`src/rtl/serial_bcd_adder_ctrl.sv`:
```
// Multi-digit packed-BCD adder: one shared digit add/correct stage, LSD first, one digit per clock.
// Optional invalid-digit flag enabled by defining BCD_INVALID_CHECK_EN; otherwise err_o is tied low.
module serial_bcd_adder_ctrl #(
    parameter int unsigned NDIG = 4
) (
    input  logic              clk,
    input  logic              rst_n,
    input  logic              start_i,
    input  logic [4*NDIG-1:0] a_i,
    input  logic [4*NDIG-1:0] b_i,
    input  logic              cin_i,
    output logic              busy_o,
    output logic              done_o,
    output logic [4*NDIG-1:0] sum_o,
    output logic              cout_o,
    output logic              err_o
);

    localparam int unsigned W    = 4 * NDIG;
    localparam int unsigned CntW = (NDIG > 1) ? $clog2(NDIG) : 1;
    localparam logic [CntW-1:0] LastCnt = CntW'(NDIG - 1);

    typedef enum logic [1:0] {StIdle, StRun, StDone} state_e;

    state_e          state_q;
    logic [W-1:0]    a_q, b_q, work_q, sum_q;
    logic            carry_q, cout_q, busy_q, done_q;
    logic [CntW-1:0] cnt_q;

    logic [4:0]      z, z_adj;
    logic [3:0]      dig;
    logic            dig_carry;
    logic [W+3:0]    work_cat;
    logic [W-1:0]    work_nxt;

    // Single-digit stage; the new digit enters the work register from the top.
    always_comb begin
        z         = {1'b0, a_q[3:0]} + {1'b0, b_q[3:0]} + {4'b0, carry_q};
        z_adj     = z + 5'd6;
        dig_carry = (z > 5'd9);
        dig       = dig_carry ? z_adj[3:0] : z[3:0];
        work_cat  = {dig, work_q};
        work_nxt  = work_cat[W+3:4];
    end

    always_ff @(posedge clk or negedge rst_n) begin
        if (!rst_n) begin
            state_q <= StIdle;
            a_q     <= '0;
            b_q     <= '0;
            work_q  <= '0;
            sum_q   <= '0;
            carry_q <= 1'b0;
            cout_q  <= 1'b0;
            busy_q  <= 1'b0;
            done_q  <= 1'b0;
            cnt_q   <= '0;
        end else begin
            case (state_q)
                StIdle, StDone: begin
                    done_q <= 1'b0;
                    if (start_i) begin
                        a_q     <= a_i;
                        b_q     <= b_i;
                        carry_q <= cin_i;
                        work_q  <= '0;
                        cnt_q   <= '0;
                        busy_q  <= 1'b1;
                        state_q <= StRun;
                    end else begin
                        state_q <= StIdle;
                    end
                end
                StRun: begin
                    a_q     <= a_q >> 4;
                    b_q     <= b_q >> 4;
                    carry_q <= dig_carry;
                    work_q  <= work_nxt;
                    cnt_q   <= cnt_q + 1'b1;
                    if (cnt_q == LastCnt) begin
                        sum_q   <= work_nxt;
                        cout_q  <= dig_carry;
                        busy_q  <= 1'b0;
                        done_q  <= 1'b1;
                        state_q <= StDone;
                    end
                end
                default: state_q <= StIdle;
            endcase
        end
    end

`ifdef BCD_INVALID_CHECK_EN
    logic inv_q, err_q;

    function automatic logic has_invalid(input logic [W-1:0] v);
        logic r;
        r = 1'b0;
        for (int i = 0; i < int'(NDIG); i++) begin
            if (v[4*i +: 4] > 4'd9) r = 1'b1;
        end
        return r;
    endfunction

    // Flag is captured at accept but only published alongside the sum.
    always_ff @(posedge clk or negedge rst_n) begin
        if (!rst_n) begin
            inv_q <= 1'b0;
            err_q <= 1'b0;
        end else if (state_q != StRun) begin
            if (start_i) inv_q <= has_invalid(a_i) | has_invalid(b_i);
        end else if (cnt_q == LastCnt) begin
            err_q <= inv_q;
        end
    end

    assign err_o = err_q;
`else
    assign err_o = 1'b0;
`endif

    assign busy_o = busy_q;
    assign done_o = done_q;
    assign sum_o  = sum_q;
    assign cout_o = cout_q;

endmodule

```
`config.mk`:
```
export PLATFORM = sky130hd
export DESIGN_NAME = serial_bcd_adder_ctrl
export DESIGN_NICKNAME = d
export VERILOG_FILES = /design/src/rtl/serial_bcd_adder_ctrl.sv
export SDC_FILE = /design/constraint.sdc
export NUM_CORES = 1
export LEC_CHECK = 0
export CAP_MARGIN = 20
export CORE_MARGIN = 8
export CORE_UTILIZATION = 51
export CTS_BUF_LIST = sky130_fd_sc_hd__clkbuf_8 sky130_fd_sc_hd__clkbuf_16
export CTS_CLUSTER_SIZE = 30
export DETAILED_ROUTE_END_ITERATION = 8
export PLACE_DENSITY = 0.76
export SLEW_MARGIN = 10
export SYNTH_ARGS = -nofsm -noshare
export SYNTH_HDL_FRONTEND = slang
export SYNTH_SLANG_ARGS = --single-unit
```
`constraint.sdc`:
```
create_clock -name clk -period 3.5 [get_ports clk]
set_input_delay 0.525 -clock clk [delete_from_list [all_inputs] [get_ports clk]]
set_output_delay 0.525 -clock clk [all_outputs]
set_load 0.01 [all_outputs]
```
## Word level (Yosys, flattened, before mapping)

Cells that the tools add are included.

- Output and inout bits: 20
- Logic and storage cells: 46
- Register bits: 72
- Input port bits: 36

- $add $sub $neg: 4
- Magnitude comparators: 1
- Reduce and logical (&&, ||, !) cells: 7
- Mux-type cells: 19
- Eq/ne operators: 5

Operator list:

| kind | count |
|---|---|
| $pmux W16 S2 | 3 |
| $mux W16 | 3 |
| $pmux W2 S2 | 2 |
| $pmux W1 S2 | 3 |
| $reduce_and A2 Y1 | 3 |
| $add A4 B4 Y5 | 1 |
| $add A5 B1 Y5 | 1 |
| $gt A5 B4 Y1 const B | 1 |
| $mux W1 | 5 |
| $add A4 B3 Y4 const B | 1 |
| $eq A2 B2 Y1 const B | 2 |
| $mux W2 | 2 |
| $mux W4 | 1 |
| $ne A2 B2 Y1 const B | 2 |
| $reduce_and A3 Y1 | 1 |
| $add A2 B1 Y2 const B | 1 |
| $eq A2 B1 Y1 const B | 1 |
| $logic_not A2 Y1 | 1 |
| $reduce_bool A2 Y1 | 1 |
| $reduce_or A2 Y1 | 1 |

## Longest topological paths before layout

- Depth in word-level cells: 5
- Mapped depth: 8
- Mapped depth without buffers: 8

## Worst setup path before layout

OpenSTA, ideal clock, no wires.

- Kind: flip-flop to flip-flop
- From: reg a_q[0]
- To: reg work_q[14]
- Stages on the path, launching flop included: 9
- Path slack: 0.764 ns
- Arrival time: 2.611 ns
- Required time: 3.375 ns
- Library setup time: 0.125 ns
- Path buffers: 0
- Path through: dfrtp_1 > fa_1 > fa_1 > xnor2_1 > ha_1 > nor2b_1 > a2111o_1 > and2_4 > mux2_4

- Longest elaborated chain between the ends: 5
- Elaborated cells between the ends (all ways): 6

RTL lines:

| what | RTL line | source |
|---|---|---|
| start: declaration | 26 | `logic [W-1:0] a_q, b_q, work_q, sum_q;` |
| start signal: assignment | 63 | `a_q <= a_i;` |
| start signal: assignment | 75 | `a_q <= a_q >> 4;` |
| $add A4 B4 Y5 (*) | 38 | `z = {1'b0, a_q[3:0]} + {1'b0, b_q[3:0]} + {4'b0, carry_q};` |
| $add A5 B1 Y5 (*) | 38 |  |
| $add A4 B3 Y4 or $gt A5 B4 Y1 (tied branches) | 39, 40 |  |
| $mux W4 (*) | 41 | `dig = dig_carry ? z_adj[3:0] : z[3:0];` |
| $pmux W16 S2 (*) | 59 | `case (state_q)` |
| end signal: assignment | 78 | `work_q <= work_nxt;` |
| end: declaration | 26 |  |

Mark *: on every way between the ends. The rest lies on a longest branch, timed or not.
A chain may end at the register's enable or synchronous reset.

## Final worst setup path

Same ends and word-level chain as after synthesis.

==> flow_metrics.py <==
metrics = {
    "cells_and_area": {
        "finish.utilization": 0.6728,
        "fin_area_um2": 3682,
        "final_net_count": 348,
        "drive_above_1_share": 0.1068,
        "diodes_inserted": 0,
        "area_growth_syn_to_layout_pct": 28.57,
    },
    "placed_design": {
        "dpl_cell_area_um2": 3477,
        "detailedPlacementHpwl_mm": 4.097,
        "gpl.final_weighted_congestion": 0.7850,
        "numPortBuffers": 54,
    },
    "setup_path": {
        "worstSetupPathType": "reg2reg",
        "critical_path.cell_chain": "fa_1, fa_1, xnor2_1, ha_1, nor2b_1, a2111o_1, and2_4, mux2_4",
        "r2r_setup_slack_ns": 0.62,
        "rr_startpoint": "a_q[0]",
        "critPathRequiredTime_ns": 3.72,
        "path_delay_family": "adder cells",
        "cpMostUsedCell": "sky130_fd_sc_hd__fa_1",
        "crit-reg2reg-capture": "work_q[14]",
        "critPathMaxStageDelay_ns": 0.48,
        "worstSetupPathDepth": 8,
        "endpoint_kind": "flop",
        "critPathBufInv": 0,
        "critical_path.slowest_cell": "sky130_fd_sc_hd__fa_1",
        "startpoint_type": "flop",
        "critical_path_peak_fanout": 4,
        "critPathArrivalTime_ns": 3.10,
        "r2r_cells": 8,
    },
    "routing": {
        "route.final.wire_length_mm": 5.751,
        "routed-via-count": 2080,
        "drt-pass1-iter-count": 4,
        "drcViolationCount": 0,
        "dr.first_iter.drc_count": 85,
        "drt-wirelength-per-cell_um": 15.09,
        "postRouteAntennaNets": 0,
        "via_density_per_instance": 5.459,
    },
    "clock_tree": {
        "htree_levels": 3,
        "cts.sink_count": 68,
        "cts_buffers": 9,
        "root_buffer": "sky130_fd_sc_hd__clkbuf_8",
        "cts_setup_buffers": 0,
        "maximum_clock_insertion_buffer_count": 2,
        "clk_latency_ns": 0.34,
        "post_cts_hold_buffer_count": 0,
        "clkSlewWorstSetupHoldPaths_ns": 0.07,
        "cts_tree": "built",
        "post_cts_resized": 0,
    },
    "global_routing": {
        "vias_in_the_first_global_route": 2123,
        "grt_antenna_before_repair": 0,
        "grt-ovfl-total": 0,
        "global_route_wire_length_before_repair_mm": 10.14,
        "largest_net_degree_at_the_start_of_global_routing": 44,
        "track_usage": 0.1499,
    },
    "synthesis": {
        "postSynth.asyncResetShare": 1.000,
        "number_of_register_bits_inferred_by_synthesis": 68,
        "synth.yosys.warnings": 0,
        "synth.cell_area_um2": 2864,
        "syn_inst": 250,
        "cell_variety_after_synth": 32,
        "synth_nets": 293,
        "post_synth.cell_area_avg_um2": 11.46,
        "synth_sequential_area_ratio": 0.5941,
        "post_synth_edffs": 0,
        "yosys_most_used_dff": "sky130_fd_sc_hd__dfrtp_1",
    },
    "sta": {
        "setup_viol_count_final": 0,
        "finClkSkew_ns": 0.005734,
        "slew_viol_final": 0,
        "setup_total_negative_slack_ns": 0,
        "tightestPinTransition_ns": 0.8891,
        "fmaxAchievable_mhz": 347.4,
        "timing.final.hold_violations": 0,
        "finalCriticalPeriod_ns": 2.878,
        "fin_crit_sh": 0.8224,
        "relSlewSlack": 0.4058,
        "grt_setup_unrepaired": "false",
    },
    "floorplanning": {
        "dieWidth_um": 90.94,
        "starting_utilization_of_the_core_area": 0.5233,
        "fp.coreArea_um2": 5473,
        "die_h_um": 90.94,
        "i_o_pins": 56,
        "dieArea_um2": 8269,
        "core.rowCount": 27,
    },
    "power_and_ir_drop": {
        "power_density_nw_per_um2": 1038,
        "ir_worst_vdd_uv": 609.9,
        "leakagePower_nw": 1.745,
    },
    "worst_hold_path": {
        "hold_class": "in2async",
    },
    "status": {
        "outcome": "finished clean",
    },
    "flow_run": {
        "cap_violations": 0,
    },
}
## per-layer routing
| metal | routed length [um] | vias to the layer above | track usage |
|---|---|---|---|
| met5 | 0 | - | 0 |
| met2 | 2827 | 69 | 0.2267 |
| met3 | 414 | 8 | 0.05844 |
| met4 | 78 | 0 | 0.07776 |
| li1 | - | 990 | - |
| met1 | 2431 | 1013 | 0.1823 |
## placed cells by master, fill, tap and decap left out, types with 3 or more instances in the layout
master                            instances
sky130_fd_sc_hd__dfrtp_1                 68
sky130_fd_sc_hd__mux2_2                   5
sky130_fd_sc_hd__clkdlybuf4s50_1         53
sky130_fd_sc_hd__clkbuf_8                 9
sky130_fd_sc_hd__nor2_1                   4
sky130_fd_sc_hd__inv_1                    4
sky130_fd_sc_hd__nand3_1                  3
sky130_fd_sc_hd__mux2_1                   9
sky130_fd_sc_hd__nand2_1                 58
sky130_fd_sc_hd__buf_4                    5
sky130_fd_sc_hd__a22o_1                  18
sky130_fd_sc_hd__ha_1                     5
sky130_fd_sc_hd__o21ai_0                  7
sky130_fd_sc_hd__a22oi_1                 24
sky130_fd_sc_hd__a21oi_1                  6
## stage by stage
step	setup slack, ns	hold WS, ns	total power, mW	std cells
after global placement	0.6813	0.4574	3.114	366
after global routing	0.5291	0.1998	4.133	381
final	0.6218	0.1731	3.822	381
after detailed placement	0.6208	0.4629	3.185	366
after floorplan	0.7640	0.2294	2.594	250
after CTS	0.6175	0.1762	3.859	381
## area by class of cell
class / count / area [um2]
Tap cell: 72 / 90.09
Sequential cell: 68 / 1702
Timing Repair Buffer: 59 / 573.1
Clock inverter: 6 / 81.33
Inverter: 3 / 11.26
Clock buffer: 9 / 123.9
Fill cell: 442 / 1790
Multi-Input combinational cell: 164 / 1101
## worst max path at each step
| stage | start | to | slack [ns] |
|---|---|---|---|
| after CTS | a_q[0] | work_q[14] | 0.62 |
| final | a_q[0] | work_q[14] | 0.62 |
| after floorplan | a_q[0] | work_q[14] | 0.76 |
| after global placement | a_q[0] | work_q[14] | 0.68 |
| after global routing | a_q[0] | work_q[14] | 0.53 |
| after detailed placement | a_q[0] | work_q[14] | 0.62 |
## report_power, final
part / leakage, nW / switching (mW) / internal, mW / total, mW
clock: 0.106 / 0.276 / 0.392 / 0.668
combinational: 0.778 / 0.905 / 0.893 / 1.80
sequential: 0.860 / 0.212 / 1.14 / 1.36
total: 1.74 / 1.39 / 2.43 / 3.82
## registers in the layout, indices dropped and copies added (netlist names)
name and cells:
done_o 1, a_q 16, b_q 16, cout_o 1, state_q 2, sum_o 16, busy_o 1, cnt_q 2
work_q 12, carry_q 1
## cell families after synthesis
group / share of synthesized area
compound gates: 0.1612
xor+xnor: 0.003059
buf+inv: 0.02578
mux: 0.06728
flops: 0.5941
simple gates: 0.1114
fa+ha+maj: 0.03582
other cells: 0.001309
## Yosys cell counts, types with 3 or more instances
| library cell | n | area [um2] |
|---|---|---|
| sky130_fd_sc_hd__dfrtp_1 | 68 | 1702 |
| sky130_fd_sc_hd__nand2_1 | 58 | 217.7 |
| sky130_fd_sc_hd__a22oi_1 | 24 | 180.2 |
| sky130_fd_sc_hd__a22o_1 | 18 | 157.7 |
| sky130_fd_sc_hd__clkbuf_1 | 12 | 45.04 |
| sky130_fd_sc_hd__mux2_1 | 9 | 101.4 |
| sky130_fd_sc_hd__o21ai_0 | 7 | 35.03 |
| sky130_fd_sc_hd__a21oi_1 | 6 | 30.03 |
| sky130_fd_sc_hd__ha_1 | 5 | 62.56 |
| sky130_fd_sc_hd__mux2_2 | 5 | 56.30 |
| sky130_fd_sc_hd__nor2_1 | 5 | 18.77 |
| sky130_fd_sc_hd__inv_1 | 3 | 11.26 |
| sky130_fd_sc_hd__nand3_1 | 3 | 15.01 |
| sky130_fd_sc_hd__nor2b_1 | 3 | 18.77 |
Note: power is estimated with default switching activity, not from simulation.
